### config.mk
export PLATFORM = sky130hd
export DESIGN_NAME = mem_stage
export DESIGN_NICKNAME = d
export VERILOG_FILES = /design/src/rtl/mem_stage.sv
export SDC_FILE = /design/constraint.sdc
export NUM_CORES = 1
export LEC_CHECK = 0
export CORE_MARGIN = 1.5
export CORE_UTILIZATION = 38
export DETAILED_ROUTE_END_ITERATION = 12
export PLACE_DENSITY = 0.95
export SLEW_MARGIN = 10
export SYNTH_ARGS = -nofsm -noshare
export SYNTH_HDL_FRONTEND = slang
export SYNTH_SLANG_ARGS = --single-unit
### constraint.sdc
create_clock -name clk -period 3.1 [get_ports clk]
set_input_delay 0.775 -clock clk [delete_from_list [all_inputs] [get_ports clk]]
set_output_delay 0.775 -clock clk [all_outputs]
set_load 0.02 [all_outputs]
### src/rtl/mem_stage.sv
// MEM pipeline stage: data-memory handshake FSM with timeout, stall generation and the
// MEM/WB register. A halt retiring through WB blocks all further memory traffic.
module mem_stage #(
  parameter int unsigned TIMEOUT = 255
) (
  input  logic        clk,
  input  logic        rst,
  input  logic        ex_regwrite,
  input  logic        ex_memtoreg,
  input  logic        ex_memread,
  input  logic        ex_memwrite,
  input  logic        ex_pcs,
  input  logic        ex_hlt,
  input  logic [15:0] ex_alu_out,
  input  logic [15:0] ex_write_data,
  input  logic [15:0] ex_pc,
  input  logic [3:0]  ex_rd,
  output logic        mem_req,
  output logic        mem_we,
  output logic [15:0] mem_addr,
  output logic [15:0] mem_wdata,
  input  logic        mem_ack,
  input  logic [15:0] mem_rdata,
  output logic        stall,
  output logic        wb_valid,
  output logic        wb_regwrite,
  output logic        wb_hlt,
  output logic [15:0] wb_data,
  output logic [3:0]  wb_rd,
  output logic        halted,
  output logic        mem_err
);

  localparam logic [1:0] IDLE = 2'd0;
  localparam logic [1:0] BUSY = 2'd1;
  localparam logic [1:0] ERR  = 2'd2;

  localparam logic [8:0] TLIM = 9'(TIMEOUT);

  logic [1:0]  state_q, state_d;
  logic [7:0]  cnt_q, cnt_d;
  logic [8:0]  cnt_inc;
  logic        memop;
  logic        wb_load;
  logic [15:0] wb_data_d;

  assign memop     = (ex_memread | ex_memwrite) & ~halted;
  assign cnt_inc   = {1'b0, cnt_q} + 9'd1;
  assign mem_we    = mem_req & ex_memwrite;
  assign mem_addr  = ex_alu_out;
  assign mem_wdata = ex_write_data;
  assign mem_err   = (state_q == ERR);
  assign wb_load   = ~stall & (state_q != ERR);

  always_comb begin
    state_d = state_q;
    cnt_d   = cnt_q;
    mem_req = 1'b0;
    stall   = 1'b0;
    case (state_q)
      IDLE: begin
        if (memop) begin
          mem_req = 1'b1;
          if (!mem_ack) begin
            stall   = 1'b1;
            state_d = BUSY;
            cnt_d   = 8'd0;
          end
        end
      end
      BUSY: begin
        // A halt that retires while a request is in flight drops the request.
        if (halted) begin
          state_d = IDLE;
        end else begin
          mem_req = 1'b1;
          if (mem_ack) begin
            state_d = IDLE;
          end else begin
            stall = 1'b1;
            if (cnt_inc >= TLIM) begin
              state_d = ERR;
            end else begin
              cnt_d = cnt_inc[7:0];
            end
          end
        end
      end
      ERR: begin
        stall = 1'b1;
      end
      default: begin
        state_d = IDLE;
      end
    endcase
  end

  always_comb begin
    if (ex_memtoreg) begin
      wb_data_d = mem_rdata;
    end else if (ex_pcs) begin
      wb_data_d = ex_pc;
    end else begin
      wb_data_d = ex_alu_out;
    end
  end

  always_ff @(posedge clk) begin
    if (rst) begin
      state_q     <= IDLE;
      cnt_q       <= 8'd0;
      halted      <= 1'b0;
      wb_valid    <= 1'b0;
      wb_regwrite <= 1'b0;
      wb_hlt      <= 1'b0;
      wb_data     <= 16'd0;
      wb_rd       <= 4'd0;
    end else begin
      state_q <= state_d;
      cnt_q   <= cnt_d;
      halted  <= halted | wb_hlt;
      if (wb_load) begin
        wb_valid    <= 1'b1;
        wb_regwrite <= ex_regwrite & ~halted;
        wb_hlt      <= ex_hlt;
        wb_data     <= wb_data_d;
        wb_rd       <= ex_rd;
      end else begin
        wb_valid    <= 1'b0;
        wb_regwrite <= 1'b0;
        wb_hlt      <= 1'b0;
      end
    end
  end

endmodule

==> results.py <==
metrics = {
    "clock_network": {
        "clock_sinks": 34,
        "clk_latency_ns": 0.28,
        "numCtsBuffers": 5,
        "cts_tree": "yes",
        "hold_buffers": 0,
        "cts.path.max_buffers": 2,
        "ctsHtreeMaxLevel": 2,
        "cts-root-buf": "clkbuf_8",
        "clk_pin_slew_ns": 0.07,
    },
    "timing": {
        "slew_headroom_pct": 50.6,
        "fin_crit_ns": 2.94,
        "worst_slack_ns": 0.155,
        "rsz0062_at_grt": "false",
        "tightest_slew_ns": 0.739,
        "post-route-period-util_pct": 95.0,
        "finalSetupViolations": 0,
        "fmax_mhz": 340,
        "finalHoldViolCount": 0,
        "fin_skew_ns": 0.00579,
        "maxSlewViolCount": 0,
    },
    "placed_design": {
        "pre_cts_ws_ns": -0.125,
        "io_buffers": 104,
        "post-place-cells": 398,
        "gp_routability_congestion": 0.885,
        "place_area_sq_um": 2960,
        "dpl.hpwl_microns": 4310,
    },
    "yosys": {
        "yosysWarnings": 0,
        "synth.area.top_cells": "dfxtp_1, buf_4, nand2_1",
        "seq_area_frac_synth_pct": 32.9,
        "ys_ff_latch": 34,
        "synth_area_sq_um": 2070,
        "synth_top_area_share_pct": 32.9,
        "synth-edff-count": 0,
        "syn_nets": 340,
        "ys_types": 39,
        "synth_top_cell_by_area": "dfxtp_1",
        "synth_ff_type": "dfxtp_1",
        "async_flop_share_pct": 0,
        "syn_avg_cell_area_sq_um": 7.93,
        "syn_inst": 261,
    },
    "route": {
        "drtPass1Iterations": 4,
        "finalWirelength_microns": 5570,
        "vias_per_cell": 5.09,
        "ant_nets": 0,
        "post-route-drc-count": 0,
        "wl_per_cell_microns": 13.7,
        "drt_iter0_markers": 66,
        "vias": 2066,
    },
    "power": {
        "cellLeakagePower_nw": 1.19,
        "ir_drop_mv": 0.289,
        "power.density_nw_per_um2": 395,
    },
    "die": {
        "num_rows": 26,
        "die_x_microns": 76.8,
        "die_area_sq_um": 5900,
        "initial_core_util_pct": 40.0,
        "core_area_sq_um": 5170,
        "die_h_microns": 76.8,
        "io-pin-count": 137,
    },
    "setup_path": {
        "cp_max_fo": 2,
        "endpoint_kind": "output pin",
        "crit_arrival_ns": 2.17,
        "start_kind": "primary input",
        "required_ns": 2.32,
        "r2r_setup_slack_ns": 1.06,
        "crit_type": "in -> out",
    },
    "job": {
        "drv_cap": 0,
    },
    "layout": {
        "fill_cells": 469,
        "syn2layout_area_growth_pct": 47.2,
        "utilization_pct": 58.9,
        "layout_commonest_cell": "clkdlybuf4s50_1",
        "layout_common_cells": "clkdlybuf4s50_1, nand2_1, dfxtp_1",
        "antenna_cells": 0,
        "regArea_sq_um": 681,
        "instances_no_fill": 406,
        "drive_gt1_share_pct": 8.33,
        "design_area_sq_um": 3050,
        "layout.nets": 414,
        "multi_input_area_sq_um": 1070,
    },
    "global_route": {
        "grt_max_degree": 33,
        "gr-total-overflow": 0,
        "antenna_found_initial": 0,
        "grt_pass1_vias": 2001,
        "track_usage_pct": 18.8,
        "grt_pass1_wl_microns": 8920,
    },
    "status": {
        "outcome": "finished, final reports clean",
    },
    "worst_hold_path": {
        "min_path_type": "reg -> reg",
    },
}
## state kept, by name, indices dropped and copies added (netlist names)
| signal | count |
|---|---|
| cnt_q | 8 |
| state_q | 2 |
| wb_hlt | 1 |
| wb_rd | 4 |
| halted | 1 |
| wb_valid | 1 |
| wb_data | 16 |
| wb_regwrite | 1 |
## critical path: stages
cell and delay [ns]:
clkdlybuf4s50_1 0.46, nor4_1 0.19, o21ai_0 0.18, and2_4 0.19, clkinv_2 0.04, dlygate4sd2_1 0.33
## through the flow
stage	hold WS [ns]	power (mW)	TNS, ns
5_1_grt	0.472	1.27	0
3_5_place_dp	0.446	0.882	-0.125
4_1_cts	0.454	1.22	0
2_1_floorplan	0.475	0.722	0
3_3_place_gp	0.442	0.873	-0.0367
6_report	0.453	1.20	0
## cell usage after synthesis (3+ instances only)
cell      instances
a31oi_1           7
nor2_1            7
nand2b_1          4
buf_4            34
mux2i_1          18
a21oi_1          21
dfxtp_1          34
buf_2             4
nand2_1          61
clkbuf_1          7
nor3b_1           3
o21ai_0          18
and3_1            5
o31ai_1           5
## final timing paths
path / start / end / depth (start not counted)
worst min register to register: wb_data[3] / wb_data[3] / 2
worst max register to register: cnt_q[0] / cnt_q[7] / 6
worst min-delay path: wb_data[3] / wb_data[3] / 2
worst max-delay path: mem_ack / stall / 6
## cell families (layout without fill, tap and decap cells)
family,after synthesis,in the layout,synth area share [%]
muxes,18,18,8.71
DFF,34,34,32.9
buffers and inverters,48,123,15.2
and+or+nand+nor,100,100,24.0
adders and majority gates,2,2,1.21
AOI/OAI and AO/OA,59,59,18.0
## timing repair
| action | CTS | global route |
|---|---|---|
| endpoints found under the hold margin | 0 | 0 |
| gates resized for setup | 1 | 0 |
| buffers inserted | 0 | 0 |
| setup endpoints to repair | 1 | 0 |
## where the power goes
group / total, mW / internal, mW / leakage, nW / switching, mW
registers: 0.491 / 0.470 / 0.279 / 0.0212
clock network: 0.334 / 0.179 / 0.0482 / 0.155
logic: 0.378 / 0.199 / 0.863 / 0.180
## per-layer routing
layer  track usage, %  part of all wire, %
met5                0                    0
met4             8.15                  1.5
met1             19.6                   38
met2             35.2                   53
met3             5.00                  7.9
## layout make-up
| class | count | area share, % |
|---|---|---|
| flip-flops and latches | 34 | 22.3 |
| clock inverters | 1 | 0.164 |
| well taps | 70 | 2.87 |
| repair buffers | 112 | 36.1 |
| clock buffers | 7 | 2.83 |
| multi-input cells | 179 | 35.3 |
| inverters | 3 | 0.411 |
Note: power is estimated with default switching activity, not from simulation.
